<file path="config.mk">
export PLATFORM = sky130hd
export DESIGN_NAME = alu_mux_pipe
export DESIGN_NICKNAME = d
export VERILOG_FILES = /design/src/rtl/alu_mux_pipe.sv
export SDC_FILE = /design/constraint.sdc
export NUM_CORES = 1
export LEC_CHECK = 0
export ABC_AREA = 1
export BUFFER_PORTS_ARGS = -buffer_cell sky130_fd_sc_hd__buf_2
export CORE_AREA = 4 4 117 119
export DETAILED_ROUTE_END_ITERATION = 16
export DIE_AREA = 0 0 121 123
export REMOVE_ABC_BUFFERS = 1
export SETUP_SLACK_MARGIN = 0.5
export SLEW_MARGIN = 15
export SYNTH_ARGS = -nofsm -noshare
export SYNTH_HDL_FRONTEND = slang
export SYNTH_SLANG_ARGS = --single-unit
</file>
<file path="constraint.sdc">
create_clock -name clk -period 2.53 [get_ports clk]
set_input_delay 0.3795 -clock clk [delete_from_list [all_inputs] [get_ports clk]]
set_output_delay 0.3795 -clock clk [all_outputs]
set_load 0.05 [all_outputs]
</file>
<file path="src/rtl/alu_mux_pipe.sv">
// ---------------------------------------------------------------------------
// alu_mux_pipe
//
// Registered N:1 result selector for the ALU datapath. It picks one WIDTH-bit
// lane out of NUM_IN = 2**SEL_BITS candidate results and holds it in a
// single-entry output register. A scan mode steps the select round-robin
// through every lane so a debug path can sweep all results without driving
// sel.
//
// Ports:
//   clk        rising-edge clock
//   rst_n      asynchronous active-low reset
//   in_valid   upstream offers a selection this cycle
//   in_ready   block can accept this cycle (combinational)
//   sel        lane select, used when scan_en = 0
//   scan_en    1 = select with the internal scan_ptr instead of sel
//   inputs     packed lanes, lane i at bits [i*WIDTH +: WIDTH]
//   out_valid  out/out_sel hold an unconsumed word
//   out_ready  downstream accepts the word this cycle
//   out        registered selected lane
//   out_sel    lane index that produced out
//   scan_ptr   current scan pointer
//
// Handshake: a word moves on a rising edge where valid && ready on the same
// side. in_ready = !out_valid || out_ready, so a new word may enter in the
// same edge that the held word drains. out_valid never drops unless the
// downstream side took the word (or reset).
// ---------------------------------------------------------------------------
module alu_mux_pipe #(
    parameter  int WIDTH    = 32,
    parameter  int SEL_BITS = 3,
    localparam int NUM_IN   = 2 ** SEL_BITS
) (
    input  logic                    clk,
    input  logic                    rst_n,
    input  logic                    in_valid,
    output logic                    in_ready,
    input  logic [SEL_BITS-1:0]     sel,
    input  logic                    scan_en,
    input  logic [NUM_IN*WIDTH-1:0] inputs,
    output logic                    out_valid,
    input  logic                    out_ready,
    output logic [WIDTH-1:0]        out,
    output logic [SEL_BITS-1:0]     out_sel,
    output logic [SEL_BITS-1:0]     scan_ptr
);

    logic [SEL_BITS-1:0] eff_sel;
    logic [WIDTH-1:0]    lane_sel;
    logic                accept;

    assign eff_sel  = scan_en ? scan_ptr : sel;
    assign in_ready = !out_valid || out_ready;
    assign accept   = in_valid && in_ready;

    // Every select value maps to a real lane, so the default is never the
    // chosen result; it only keeps the process free of latches.
    always_comb begin
        lane_sel = '0;
        for (int i = 0; i < NUM_IN; i++) begin
            if (eff_sel == SEL_BITS'(i)) begin
                lane_sel = inputs[i*WIDTH +: WIDTH];
            end
        end
    end

    always_ff @(posedge clk or negedge rst_n) begin
        if (!rst_n) begin
            out_valid <= 1'b0;
            out       <= '0;
            out_sel   <= '0;
            scan_ptr  <= '0;
        end else begin
            if (accept) begin
                // Covers both a plain load and drain-plus-reload in one edge.
                out       <= lane_sel;
                out_sel   <= eff_sel;
                out_valid <= 1'b1;
                if (scan_en) begin
                    // NUM_IN is a power of two, so natural overflow wraps.
                    scan_ptr <= scan_ptr + SEL_BITS'(1);
                end
            end else if (out_ready) begin
                // Drain only; out and out_sel keep their last values.
                out_valid <= 1'b0;
            end
        end
    end

endmodule

</file>
**Word level (Yosys, flattened, before mapping)**

Cells that the tools add are included.

- Equal/unequal tests: 7
- Reductions and logical operators: 6
- $add $sub $neg: 1
- Mux-type cells: 11

Operators with widths:

| operator | count |
|---|---|
| 32-bit two-way mux | 8 |
| 3-bit == test, second input constant | 4 |
| 3-bit by 2-bit == test with 1-bit output, second input constant | 2 |
| 3-bit by 1-bit adder with 3-bit output, second input constant | 1 |
| 3-bit by 1-bit == test with 1-bit output, second input constant | 1 |
| 3-bit zero test | 1 |
| 3-bit two-way mux | 1 |
| 1-bit two-way mux | 2 |
| 2-bit AND reduction | 1 |
| 2-bit nonzero test | 1 |
| 1-bit logical AND | 1 |
| 1-bit zero test | 1 |
| 1-bit logical OR | 1 |

- Register bits: 39
- Logic and storage cells: 29

**Depth between registers and ports, before layout**

Gate-level depths: netlist of run 1.

- Depth after elaboration: 10
- Depth in mapped cells: 12
- Gate-level depth less buffers: 10

**Worst setup path before layout of run 1**

No wires, ideal clock.

- Kind: flip-flop to flip-flop
- Start point: register out_valid
- End point: register out[0]
- Required time: 2.412 ns
- Path buffers: 1
- Cell stages (with the launch flop): 7
- Data arrival time: 1.856 ns
- Setup slack: 0.556 ns
- Path through: dfrtp_1 -> nand2_1 -> nand2_1 -> clkbuf_1 -> a21oi_1 -> nand2_1 -> nand2_1

- Cells in the longest elaborated chain, start to end: 3

RTL lines:

| what | RTL line | RTL |
|---|---|---|
| from (decl) | 41 | `output logic out_valid,` |
| from (signal assigned) | 69 | `out_valid <= 1'b0;` |
| from (signal assigned) | 78 | `out_valid <= 1'b1;` |
| from (signal assigned) | 85 | `out_valid <= 1'b0;` |
| 1-bit zero test | 53 | `assign in_ready = !out_valid \|\| out_ready;` |
| 1-bit logical OR | 53 |  |
| via in_ready | 37 | `output logic in_ready,` |
| 1-bit logical AND | 54 | `assign accept = in_valid && in_ready;` |
| to (signal assigned) | 76 | `out <= lane_sel;` |
| to (decl) | 43 | `output logic [WIDTH-1:0] out,` |

The timed path passes the listed nets, and every way through them passes these cells.
A chain may end at the register's enable or synchronous reset.

**Worst setup path in the final report of run 1**

- Start point: register scan_ptr[2]
- End point: register out[12]

- Cells in the longest elaborated chain, start to end: 10
- Elaborated cells on any way between the ends: 17

RTL lines:

| what | RTL line | RTL |
|---|---|---|
| from (decl) | 45 | `output logic [SEL_BITS-1:0] scan_ptr` |
| from (signal assigned) | 81 | `scan_ptr <= scan_ptr + SEL_BITS'(1);` |
| 3-bit two-way mux (*) | 52 | `assign eff_sel = scan_en ? scan_ptr : sel;` |
| 3-bit zero test | 61 | `if (eff_sel == SEL_BITS'(i)) begin` |
| 32-bit two-way mux (7 in series) | 61 |  |
| 32-bit two-way mux (*) | 61 |  |

Mark *: on every way between the ends. The rest lies on a longest branch, timed or not.

==> impl_metrics.json, run 1 <==
{
  "fin_area_um2": 5690,
  "drc": 0,
  "synthFlopType": "dfrtp_1",
  "worst_path_max_delay_cell": "dfrtp_1",
  "fin_crit_ps": 1880,
  "relSlewSlack_pct": 62.8,
  "synth_seq_area_share_pct": 25.5,
  "vias_per_cell": 5.06,
  "dieArea_um2": 14900,
  "cts_sinks": 39,
  "fillers": 1440,
  "vias": 5581,
  "placementRows": 41,
  "rrSetupSlack_ps": 650,
  "cts_tree": "done",
  "cap_violations": 0,
  "cts_buffer_depth": 2,
  "ctsHoldBuffers": 0,
  "syn_avg_cell_area_um2": 5.91,
  "regToRegEndpoint": "out[12]",
  "route.top_layer_used": "met4",
  "fin_skew_ps": 5.89,
  "drt_iter0_markers": 387,
  "drive_gt1_share_pct": 37.3,
  "wl_met1_um": 7560,
  "die_h_um": 123,
  "most-common-layout-cells": "buf_2 (303), nand2_1 (175), nand4_1 (97)",
  "crit_chain": "inv_1 -> nand2_1 -> o21ai_4 -> buf_12 -> nand4_1 -> nand3_1 -> nor2_1 -> nand4_1 -> nand2_1 -> nand2_1",
  "cts_buffers": 5,
  "hold_slack_ps": 175,
  "grt_first_pass_wirelength_um": 27400,
  "wl_um": 18300,
  "max_stage_delay_ps": 370,
  "die_w_um": 121,
  "ff_latch_area_um2": 976,
  "irDropWorstVdd_v": 0.000395,
  "critPathLaunch": "scan_ptr[2]",
  "fp.coreArea_um2": 12600,
  "rsz0062_at_grt": "false",
  "async_flop_share_pct": 100,
  "critical_path_class": "flop to flop",
  "fin_nets": 1196,
  "hp-class": "input port to async pin",
  "dp_hpwl_um": 13900,
  "crit_path_start_kind": "flop",
  "clk_latency_ps": 280,
  "worstSetupEndpoint": "out[12]",
  "grt_max_degree": 98,
  "wl_met3_um": 1680,
  "synth_edf_count": 0,
  "worstSetupEndpointType": "flop",
  "multiInputGateArea_um2": 2340,
  "max_freq_mhz": 531,
  "syn_inst": 647,
  "dpl_cell_area_um2": 5530,
  "cp.required_ps": 2750,
  "worst_slew_pin_slew_ps": 557,
  "grt_util_all_layers_pct": 23.2,
  "syn-cell-area_um2": 3820,
  "finalMaxSlewViolations": 0,
  "yosysWarnings": 0,
  "gr-total-overflow": 0,
  "powerDensity_nw_per_um2": 788,
  "syn2layout_area_growth_pct": 48.8,
  "grt_pass1_vias": 5293,
  "hold_violations": 0,
  "root_buffer": "clkbuf_16",
  "detail-route-antenna-nets": 0,
  "path_clk_slew_ps": 60,
  "status": "complete, no violations",
  "setup_tns_ps": 0,
  "finalCritPeriodShare_pct": 74.4,
  "finalSetupViolations": 0,
  "r2r_start": "scan_ptr[2]",
  "grt_antenna_before_repair": 0,
  "final_util_pct": 45.3,
  "crit_path_max_fanout": 97,
  "layout_commonest_cell": "buf_2",
  "n_antenna_cell": 0,
  "start_util_pct": 30.4,
  "ys_types": 22,
  "worstPathArrival_ps": 2100,
  "ff2ff_path_depth": 10,
  "drt_first_pass_iters": 5,
  "num_io_pins": 304,
  "cpMostUsedCell": "nand2_1",
  "wire_per_inst_um": 16.6,
  "power_leakage_nw": 3.26,
  "place_congestion": 0.823,
  "ys_seq_elements": 39,
  "stdcell_count": 1104,
  "dr_wl_met2_um": 8560,
  "dp.cells": 1094,
  "cts-htree-levels": 2,
  "port-buffer-count": 303
}
-- kinds of logic after synthesis --
kind of cell	count (synthesis)	synth area share [%]
xor+xnor	1	0.229
buf+inv	123	13.9
compound gates	70	9.46
simple gates	413	50.5
fa+ha+maj	1	0.327
flops	39	25.5
-- what timing repair did --
| item | 4_1_cts | 5_1_grt |
|---|---|---|
| gates resized for setup | 0 | 2 |
| setup endpoints to repair | 0 | 32 |
| buffers inserted | 0 | 2 |
-- final cells by class --
class	instances	share of cell area, %
Sequential cell	39	17.2
Clock inverter	1	0.0880
Tap cell	172	3.78
Timing Repair Buffer	329	30.8
Multi-Input combinational cell	485	41.1
Clock buffer	7	2.33
Inverter	71	4.68
-- Yosys cell counts, types with 2 or more instances --
cell	instances	share of area [%]
buf_6	2	0.59
a21oi_1	65	8.5
nand2_1	176	17
nor3_4	2	0.85
buf_4	7	1.4
nand2_2	4	0.65
nand4_1	97	16
nor2_1	65	6.4
o21ai_0	4	0.52
inv_1	70	6.9
nor3_2	2	0.52
nand3_1	65	8.5
clkbuf_1	18	1.8
dfrtp_1	39	26
buf_2	24	3.1
-- metrics by stage --
step | worst slack [ps] | power (mW)
2_1_floorplan | -478 | 2.83
3_3_place_gp | 406 | 3.86
3_5_place_dp | 368 | 3.86
4_1_cts | 512 | 4.50
5_1_grt | 538 | 4.80
6_report | 647 | 4.48
-- worst max-delay path, delay by kind of cell (launching register included) --
kind / cells / cell delay [ps]
buffers and inverters: 2 / 420
flip-flops: 1 / 370
AO/OA/AOI/OAI: 1 / 190
AND/OR/NAND/NOR: 7 / 680
-- metal layers --
layer  vias up  track usage, %
li1       2733               -
met3        41            4.99
met2       305            39.0
met1      2502            29.6
met5         -               0
met4         0            7.58
-- registers in the layout, indices dropped and copies added (netlist names) --
name / cells
out: 32
out_sel: 3
out_valid: 1
scan_ptr: 3
-- report_power, final --
| part | leakage (nW) | switching, mW | internal, mW | total (mW) |
|---|---|---|---|---|
| clock network | 0.0679 | 0.249 | 0.365 | 0.614 |
| registers | 0.479 | 0.132 | 0.850 | 0.982 |
| logic | 2.72 | 2.06 | 0.823 | 2.89 |
| total | 3.26 | 2.44 | 2.04 | 4.48 |
-- worst min-delay path by stage --
stage,to,cells past startpoint,slack [ps],start
final,out[14],2,180,rst_n
after floorplan,out[0],0,80,rst_n
after global placement,out[6],2,460,out[6]
after global routing,out[14],2,230,rst_n
after detailed placement,out[30],2,460,out[30]
after CTS,out[14],2,200,rst_n
No activity file was read; power rests on OpenSTA's default activity.
==> run 2, diff against run 1 <==
- CORE_AREA: 4 4 117 119 -> not set
- CORE_ASPECT_RATIO: not set -> 0.5
- CORE_MARGIN: not set -> 4
- CORE_UTILIZATION: not set -> 41
- DIE_AREA: 0 0 121 123 -> not set
- PLACE_DENSITY: not set -> 0.83
- clock period: 2.53 -> 1.8 ns (I/O delays scaled with it)
==> run 2 against run 1 <==
The flow now finishes with violations (negative setup slack). Register-to-register slack worse by 690 ps. Sequential power is 42% higher. Non-clock buffer count is 57 higher. Combinational power is 97% higher. Utilization is 32 points higher. Cell count is 0.36% higher. Wire length is 29% higher. Highest routed layer unchanged.
==> impl_metrics.json, run 2 (synthesis results as in run 1) <==
{
  "die_w_um": 145,
  "cts_buffer_depth": 2,
  "wire_per_inst_um": 21.3,
  "critPathLaunch": "scan_ptr[2]",
  "ff_latch_area_um2": 976,
  "root_buffer": "clkbuf_16",
  "crit_path_start_kind": "flop",
  "stdcell_count": 1108,
  "irDropWorstVdd_v": 0.000649,
  "relSlewSlack_pct": 53.5,
  "layout_commonest_cell": "buf_2",
  "grt_first_pass_wirelength_um": 30600,
  "critical_path_class": "flop to flop",
  "regToRegEndpoint": "out[0]",
  "multiInputGateArea_um2": 2530,
  "hp-class": "input port to async pin",
  "drt_iter0_markers": 1322,
  "fin_skew_ps": 3.76,
  "detail-route-antenna-nets": 0,
  "place_congestion": 0.923,
  "cts_tree": "done",
  "ctsHoldBuffers": 0,
  "cp.required_ps": 2030,
  "switching_power_mw": 4.16,
  "ff2ff_path_depth": 12,
  "r2r_start": "scan_ptr[2]",
  "gr-total-overflow": 0,
  "drive_gt1_share_pct": 45.1,
  "dp_hpwl_um": 13500,
  "switching_share_pct": 50.2,
  "p_seq_share_pct": 16.8,
  "worstPathArrival_ps": 2070,
  "rrSetupSlack_ps": -40,
  "vias": 6764,
  "start_util_pct": 43.0,
  "top_register": "out",
  "hold_violations": 0,
  "finalCritPeriodShare_pct": 102,
  "crit_path_max_fanout": 6,
  "status": "finished, violations left",
  "finalSetupViolations": 7,
  "power_leakage_nw": 3.82,
  "p_int_mw": 4.12,
  "worstSetupEndpointType": "flop",
  "max_freq_mhz": 544,
  "fp.coreArea_um2": 8890,
  "final_util_pct": 76.8,
  "placementRows": 24,
  "violations": "negative setup slack",
  "powerDensity_nw_per_um2": 1210,
  "cts-htree-levels": 2,
  "worst_slack_ps": -38.6,
  "dieArea_um2": 11000,
  "grt_pass1_vias": 5705,
  "largestRegisters": "out (32), out_sel (3), scan_ptr (3)",
  "port-buffer-count": 303,
  "path_clk_slew_ps": 70,
  "drt_first_pass_iters": 8,
  "fillers": 653,
  "wl_um": 23600,
  "rsz0062_at_grt": "true",
  "cts_sinks": 39,
  "vias_per_cell": 6.10,
  "syn2layout_area_growth_pct": 78.6,
  "fin_crit_ps": 1840,
  "grt_antenna_before_repair": 1,
  "die_h_um": 76.3,
  "largest_reg_flops": 32,
  "clk_latency_ps": 290,
  "post-place-ws_ps": -508,
  "cts_buffers": 5,
  "cap_violations": 0,
  "combPwrFrac_pct": 68.6,
  "finalMaxSlewViolations": 0,
  "most-common-layout-cells": "buf_2 (299), nand2_1 (167), nand4_1 (97)",
  "drc": 0,
  "fin_nets": 1254,
  "grt_max_degree": 40,
  "worst_slew_pin_slew_ps": 697,
  "clock_power_share_pct": 14.6,
  "dp.cells": 1047,
  "num_io_pins": 304,
  "grt_util_all_layers_pct": 35.2
}
-- run 2: cell types whose count changed in the layout (fill, tap and decap cells not counted), moves of 4 or more --
cell       before  now
a21oi_1        65   39
buf_4          22   39
buf_12          3   11
buf_2         303  299
clkbuf_16       5   10
buf_6           1   14
bufbuf_16       0    4
buf_16          0    7
a21oi_2         0   24
nand2_4         0    6
buf_8           0    6
nand2_1       175  167
-- run 2: final cells by class --
class / count / share of cell area (%)
Antenna cell: 1 / 0.0367
Clock buffer: 6 / 1.89
Clock inverter: 2 / 0.880
Inverter: 71 / 3.90
Multi-Input combinational cell: 486 / 37.1
Sequential cell: 39 / 14.3
Tap cell: 117 / 2.14
Timing Repair Buffer: 386 / 39.7
-- run 2: critical path, stage by stage (launching register included) --
cell and delay (ps):
dfrtp_1 390, inv_2 70, nand2_2 90, o21ai_4 70, buf_8 150, buf_16 140
nor3_4 230, buf_12 170, buf_8 140, nand2_4 50, nand4_1 110, nand2_1 90
nand2_1 80
-- run 2: stage by stage --
stage / hold WS [ps] / area (µm²) / setup TNS [ps] / power (mW)
after global routing: 35.4 / 6830 / -849 / 8.53
after global placement: 309 / 5550 / -9540 / 5.37
after floorplan: -25.6 / 3560 / -43160 / 3.98
after detailed placement: 327 / 5550 / -12330 / 5.43
after CTS: 16.6 / 6320 / 0 / 7.41
final: 12.9 / 6830 / -189 / 8.28
-- run 2: per-layer routing --
layer / global-route usage (%) / vias to the layer above / part of all wire [%]
li1: - / 2867 / -
met1: 48.9 / 2968 / 35
met2: 54.3 / 714 / 44
met3: 7.27 / 215 / 15
met4: 11.8 / 0 / 6.8
met5: 0 / - / 0
-- run 2: repair_timing --
item / CTS / global route
pin swaps: 5 / 30
gates cloned: 11 / 7
setup endpoints to repair: 34 / 38
setup buffers: 17 / 17
resized for setup: 45 / 66
-- run 2: worst max path at each step --
stage,end,slack (ps),cells past startpoint
global placement,out[30],-400,10
global route,out[0],-90,11
finish,out[0],-40,12
CTS,out[13],130,12
floorplan,out[0],-1210,7
detailed placement,out[8],-510,10
-- run 2: power by group through the flow --
stage | combinational (mW) | sequential [mW] | clock [mW]
after floorplan | 1.47 | 2.51 | 0
after global placement | 4.00 | 1.36 | 0
after detailed placement | 4.06 | 1.37 | 0
after CTS | 4.85 | 1.37 | 1.20
after global routing | 5.87 | 1.42 | 1.24
final | 5.68 | 1.39 | 1.21
